--- config.mk ---
export PLATFORM = sky130hd
export DESIGN_NAME = ysyx_25020047_wbu
export DESIGN_NICKNAME = d
export VERILOG_FILES = /design/src/rtl/ysyx_25020047_wbu.sv
export SDC_FILE = /design/constraint.sdc
export NUM_CORES = 2
export LEC_CHECK = 0
export ABC_CLOCK_PERIOD_IN_PS = 9200
export BUFFER_PORTS_ARGS = -buffer_cell sky130_fd_sc_hd__buf_2
export CAP_MARGIN = 30
export CORE_MARGIN = 1
export CORE_UTILIZATION = 46
export CTS_BUF_LIST = sky130_fd_sc_hd__clkbuf_8
export CTS_CLUSTER_DIAMETER = 50
export CTS_CLUSTER_SIZE = 16
export DETAILED_ROUTE_END_ITERATION = 10
export GPL_TIMING_DRIVEN = 1
export PLACE_DENSITY = 0.74
export SLEW_MARGIN = 10
export SYNTH_ARGS = -nofsm -noshare
export SYNTH_HDL_FRONTEND = slang
export SYNTH_SLANG_ARGS = --single-unit
--- constraint.sdc ---
create_clock -name clk -period 9.2 [get_ports clk]
set_input_delay 1.84 -clock clk [delete_from_list [all_inputs] [get_ports clk]]
set_output_delay 1.84 -clock clk [all_outputs]
set_load 0.1 [all_outputs]
--- src/rtl/ysyx_25020047_wbu.sv ---
// Write-back unit: one-entry stage register, GPR file, architectural PC and ebreak halt.
// Optional same-cycle read bypass of the committing result: YSYX_25020047_WB_BYPASS_EN.
module ysyx_25020047_wbu #(
  parameter logic [31:0] RESET_PC = 32'h8000_0000,
  parameter int unsigned NR_REG   = 32
) (
  input  logic        clk,
  input  logic        rst_n,
  input  logic        ex_valid,
  output logic        ex_ready,
  input  logic [4:0]  ex_rd,
  input  logic [31:0] ex_result,
  input  logic        ex_reg_wen,
  input  logic        ex_pc_wen,
  input  logic [31:0] ex_target,
  input  logic        ex_halt,
  input  logic [4:0]  rs1_addr,
  input  logic [4:0]  rs2_addr,
  output logic [31:0] rs1_data,
  output logic [31:0] rs2_data,
  output logic [31:0] pc,
  output logic        commit_valid,
  output logic        halted
);

  localparam logic [0:0] StRun  = 1'b0;
  localparam logic [0:0] StHalt = 1'b1;

  logic [0:0]  state_q, state_d;
  logic        wb_valid_q, wb_valid_d;
  logic [4:0]  rd_q;
  logic [31:0] result_q;
  logic        reg_wen_q;
  logic        pc_wen_q;
  logic [31:0] target_q;
  logic        halt_q;
  logic [31:0] pc_q, pc_d;
  logic [31:0] gpr_q [NR_REG];

  logic handshake;
  logic commit_wr;
  logic unused_target_lsb;

  assign handshake         = ex_valid && ex_ready;
  assign commit_wr         = wb_valid_q && !halt_q && reg_wen_q && (rd_q != 5'd0);
  assign unused_target_lsb = target_q[0];

  assign ex_ready     = (state_q == StRun);
  assign commit_valid = wb_valid_q;
  assign halted       = (state_q == StHalt);
  assign pc           = pc_q;

  always_comb begin
    state_d    = state_q;
    wb_valid_d = 1'b0;
    pc_d       = pc_q;
    if (wb_valid_q) begin
      if (halt_q) begin
        state_d = StHalt;
      end else if (pc_wen_q) begin
        pc_d = {target_q[31:1], 1'b0};
      end else begin
        pc_d = pc_q + 32'd4;
      end
    end
    // An instruction accepted alongside a halt commit is dropped here.
    if ((state_q == StRun) && !(wb_valid_q && halt_q)) begin
      wb_valid_d = ex_valid;
    end
  end

  always_ff @(posedge clk) begin
    if (!rst_n) begin
      state_q    <= StRun;
      wb_valid_q <= 1'b0;
      pc_q       <= RESET_PC;
      rd_q       <= 5'd0;
      result_q   <= 32'd0;
      reg_wen_q  <= 1'b0;
      pc_wen_q   <= 1'b0;
      target_q   <= 32'd0;
      halt_q     <= 1'b0;
    end else begin
      state_q    <= state_d;
      wb_valid_q <= wb_valid_d;
      pc_q       <= pc_d;
      if (handshake) begin
        rd_q      <= ex_rd;
        result_q  <= ex_result;
        reg_wen_q <= ex_reg_wen;
        pc_wen_q  <= ex_pc_wen;
        target_q  <= ex_target;
        halt_q    <= ex_halt;
      end
    end
  end

  always_ff @(posedge clk) begin
    if (!rst_n) begin
      for (int unsigned i = 0; i < NR_REG; i++) begin
        gpr_q[i] <= 32'd0;
      end
    end else if (commit_wr) begin
      gpr_q[rd_q] <= result_q;
    end
  end

  always_comb begin
    rs1_data = (rs1_addr == 5'd0) ? 32'd0 : gpr_q[rs1_addr];
    rs2_data = (rs2_addr == 5'd0) ? 32'd0 : gpr_q[rs2_addr];
`ifdef YSYX_25020047_WB_BYPASS_EN
    if (commit_wr && (rs1_addr == rd_q)) rs1_data = result_q;
    if (commit_wr && (rs2_addr == rd_q)) rs2_data = result_q;
`endif
  end

endmodule

# Yosys cells after proc, flatten, opt, wreduce, memory -nomap -nowiden
# Memories as Yosys holds them, arrays and structs flattened.
# Cells that the tools add are included.
# W data, S select, Z words.
[totals]
regBits = 106
mem_bits_rw = 1024
in_bits = 85
mem_count = 1
[op_classes]
n_addsub = 1
mux = 10
n_bitwise = 2
reduce_logical = 15
[mem_list]
columns = ["name", "depth", "width", "read_ports", "rd_clocked_by_memory_dff", "wr", "line_no", "rtl"]
rows = [
  ["gpr_q", 32, 32, 2, 0, 32, "38", "logic [31:0] gpr_q [NR_REG];"],
]
[op_table]
columns = ["operator", "count"]
rows = [
  ["$mux W32", 4],
  ["$add A32 B3 Y32 const B", 1],
  ["$reduce_or A32 Y1", 1],
  ["$logic_not A5 Y1", 2],
  ["$logic_and A1 B1 Y1", 6],
  ["$reduce_and A2 Y1", 3],
  ["$mux W1", 5],
  ["$mux W5", 1],
  ["$reduce_bool A5 Y1", 1],
  ["$logic_not A1 Y1", 2],
  ["$not A1 Y1", 2],
]

# Depth between registers and ports, before layout
[depth]
ltp_word = 9
ltp_mapped = 9

# Least setup slack after synthesis
# No wires, ideal clock.
[synth_path]
kind = "input port to output port"
startpoint = "input rs1_addr[0]"
endpoint = "output rs1_data[20]"
t_arrival_ns = 7.554
setup_slack_ns = -0.194
cell_stages = 8
n_path_buf = 3
path_cell_list = "buf_4 > buf_6 > nor2b_1 > clkbuf_1 > a22oi_1 > nand3_1 > o211a_1 > a2111oi_0"
[synth_between]
elab_chain_len = 2
word_cells_on_any_way = 3
classes_between = "mux: 1; reduce/logical: 1; memory: 1"
[synth_rtl]
columns = ["item", "line_no", "rtl"]
rows = [
  ["from (decl)", "17", "input logic [4:0] rs1_addr,"],
  ["$mem_v2 Z32 W32 / $logic_not A5 Y1 (equally long branches)", "n/a", ""],
  ["$mux W32 (*)", "109", "rs1_data = (rs1_addr == 5'd0) ? 32'd0 : gpr_q[rs1_addr];"],
  ["to (decl)", "19", "output logic [31:0] rs1_data,"],
]
# Every way passes the cells marked *; elsewhere a longest branch is shown, timed or not.

# Worst setup path in the final report
[layout_path]
startpoint = "input rs2_addr[2]"
endpoint = "output rs2_data[29]"
[layout_between]
elab_chain_len = 2
word_cells_on_any_way = 3
classes_between = "mux: 1; reduce/logical: 1; memory: 1"
[layout_rtl]
columns = ["item", "line_no", "rtl"]
rows = [
  ["from (decl)", "18", "input logic [4:0] rs2_addr,"],
  ["$mem_v2 Z32 W32 / $logic_not A5 Y1 (equally long branches)", "n/a", ""],
  ["$mux W32 (*)", "110", "rs2_data = (rs2_addr == 5'd0) ? 32'd0 : gpr_q[rs2_addr];"],
  ["to (decl)", "20", "output logic [31:0] rs2_data,"],
]
# Marks and branches as above.

==> out/summary.txt <==
Leak: 23.8 nW
Skew-Pair Late Insertion Delay: 0.83 ns
DRT Pass-1 Iters: 6
# IOs: 184
Top_reg_cell synth: edfxtp_1
Cell class contributing the biggest share of worst-path delay: buffers and inverters
Cell Area, Synth: 59100 um2
CP dominant cell by count: buf_4
Die Span Y: 361 um
Tcrit/Tclk final: 79.9%
RR Endpoint: gpr_q[2][19]$_SDFFCE_PN0P_
Initial antenna violation count: 7
Status: complete, no violations
Type of element capturing the critical path: output pin
Number of buffers created by CTS: 120
Worst-Margin Slew: 1.18 ns
# fillers: 10500
RSZ-0062 raised after global routing: no
Area delta synth->final: 10.3%
Worst path slowest cell: a2111oi_1
WP buf/inv: 3
Final Setup Violations: 0
Via count: 39000
First-pass GRT wire length: 268 mm
Row count: 131
Min Tclk post-route: 7.35 ns
Core area: 128000 um2
Total die area: 130000 um2
Yosys top cell area share: 52.0%
Worst Hold End: reg_wen_q$_SDFFE_PN0P_
Port Buffers: 181
Distinct cells, synth: 62
Seq cells post-synth: 1128
Final Max Tran Viols: 0
Fin worst setup slack: 1.85 ns
Tot GR Track Use: 28.6%
Relative slew margins: 19.9%
Min-delay src: reg_wen_q$_SDFFE_PN0P_
Iter 0 DRT Violations: 5399
Fin. Hold Viols: 0
Post-route cell area: 65200 um2
WL/cell: 31.2 um
CTS hold repair buffers: 0
Gate count of the mapped netlist: 4191
ANT nets after route: 0
Layout cell share with drive strength beyond 1: 25.8%
Reg2reg start: commit_valid$_SDFF_PN0_
EDFF count, synth: 1024
Crit path cell chain: buf_4, nor2b_2, buf_4, a22o_1, o31ai_1, a21oi_1, a2111oi_1, buf_2
Dominant cell type by area after synthesis: edfxtp_1
Clock slew seen by the registers of the worst setup and hold paths: 0.08 ns
H-tree levels: 3
Setup WS pre-CTS: 2.04 ns
Async SR Flop Fraction: 0%
Ys Warns: 0
Die width: 361 um
DR vias/cell: 6.48
Area after DPL: 62100 um2
Max Freq: 136 MHz
Slowest Stage Delay on Critical Path: 0.75 ns
Vias in the first global route: 39000
Largest net degree at the start of global routing: 98
Gr ovfl total: 0
Nets: 4331
Clk_skew: 0.0413 ns
Setup Crit Path Kind: in2out
Post-CTS Setup Bufs: 0
Setup crit start kind: input pin
PD cells: 173 nW/um2
Critical Path Fanout Max: 39
Largest cells by area after synthesis: edfxtp_1 (52%), mux4_2 (16%), and2_1 (11%)
# DRC: 0
Starting Density: 46.4%
MaxCap Viol Count: 0
CTS resizes: 0
CTS sink count: 1128
Final wirelength: 188 mm
Clock tree buffer depth: 3
Reg2Reg Depth: 6
CTS tree: built
Root Driver: clkbuf_8
Req. time, crit path: 7.36 ns
Synthesized area per cell: 14.1 um2
Sequential-to-total area share from yosys stat: 55.5%
Reg2Reg Setup Slack: 6.19 ns
Hold path depth: 2
Max IR drop VDD: 134 uV
WP data arrival: 5.51 ns
Worst hold path class: reg2reg
Post-DP HPWL: 109 mm
Final TNS setup: 0 ns
Gpl congestion: 0.858
==> logic make-up after synthesis <==
kind of cell             share of synthesized area [%]
AO/OA/AOI/OAI                                     5.57
XOR/XNOR                                        0.0148
adder cells (fa/ha/maj)                         0.0212
buffers and inverters                             3.46
flip-flops                                        55.5
multiplexers                                      21.8
other                                          0.00634
AND/OR/NAND/NOR                                   13.6
==> where the power goes <==
group | internal (W) | switching [W]
clock | 0.00174 | 0.00205
combinational | 0.000511 | 0.00112
sequential | 0.00575 | 0.000125
total | 0.00800 | 0.00330
==> metal layers <==
metal	vias up	GRT usage (%)	routed length [um]
met2	2792	43.9	85200
met1	19700	37.1	67100
li1	16000	-	-
met3	491	7.34	24200
met5	-	0	36
met4	6	15.7	11400
==> layout make-up <==
cell class | count | area (um2) | share of cell area (%)
Inverter | 7 | 28.8 | 0.0441
Sequential cell | 1128 | 32800 | 50.3
Clock buffer | 126 | 1730 | 2.66
Clock inverter | 102 | 1090 | 1.68
Timing Repair Buffer | 340 | 2560 | 3.92
Antenna cell | 8 | 20.0 | 0.0307
Multi-Input combinational cell | 2648 | 24900 | 38.1
Tap cell | 1662 | 2080 | 3.19
==> how the worst max path moves through the flow <==
| stage | from | to | slack (ns) | depth (start not counted) |
|---|---|---|---|---|
| 6_report | rs2_addr[2] | rs2_data[29] | 1.85 | 8 |
| 5_1_grt | rs2_addr[2] | rs2_data[29] | 2.01 | 8 |
| 4_1_cts | rs2_addr[2] | rs2_data[29] | 2.05 | 8 |
| 3_5_place_dp | rs2_addr[2] | rs2_data[29] | 2.04 | 8 |
| 3_3_place_gp | rs2_addr[2] | rs2_data[30] | 1.81 | 6 |
| 2_1_floorplan | rs2_addr[0] | rs2_data[29] | 1.11 | 9 |
==> cells in the mapped netlist, types with 21 or more instances <==
cell         n
a21oi_1    122
a22o_1      29
a22oi_1     71
and2_1     997
buf_2       72
buf_4       51
clkbuf_1   291
dfxtp_1    104
edfxtp_1  1024
mux2_2      59
mux2i_1    273
mux4_2     422
nand2_1    194
nand3_1     33
nor2_1      56
nor2b_1     21
o21ai_0     41
o22ai_1     76
==> cells in the final DEF, fill, tap and decap left out, types with 16 or more instances in the layout <==
master,count
a221oi_1,16
a2111oi_1,24
mux2_2,59
buf_4,116
o22ai_1,76
a22o_1,29
clkinv_4,22
nor2_1,20
inv_6,23
mux4_2,422
and2_1,997
mux2i_1,273
o221ai_1,18
edfxtp_1,1024
a21oi_1,122
o21ai_4,31
nand2_1,193
conb_1,33
clkbuf_8,126
nor2_2,36
dfxtp_1,104
buf_2,174
buf_8,30
a22oi_1,71
nand3_1,33
==> state kept, by name, summed over array words and instances (netlist names) <==
| register | count |
|---|---|
| result_q | 32 |
| halt_q | 1 |
| gpr_q | 1024 |
| rd_q | 5 |
| commit_valid | 1 |
| target_q | 31 |
| pc | 31 |
| reg_wen_q | 1 |
| pc_wen_q | 1 |
| halted | 1 |
==> worst min-delay path, cell delays in order (launching register included) <==
cell and delay [ns]:
dfxtp_1 0.32, nand2_1 0.05, a21oi_1 0.05
==> through the flow <==
stage	util (%)	power (W)	std cells	hold WS, ns
after global placement	48.5	0.00753	5750	0.441
final	51.1	0.0113	6021	0.456
after CTS	50.9	0.0113	5997	0.459
after floorplan	-	0.00706	4223	0.432
after global routing	51.1	0.0115	6016	0.473
after detailed placement	48.7	0.00758	5769	0.447
Power figures use the tool's default switching activity.
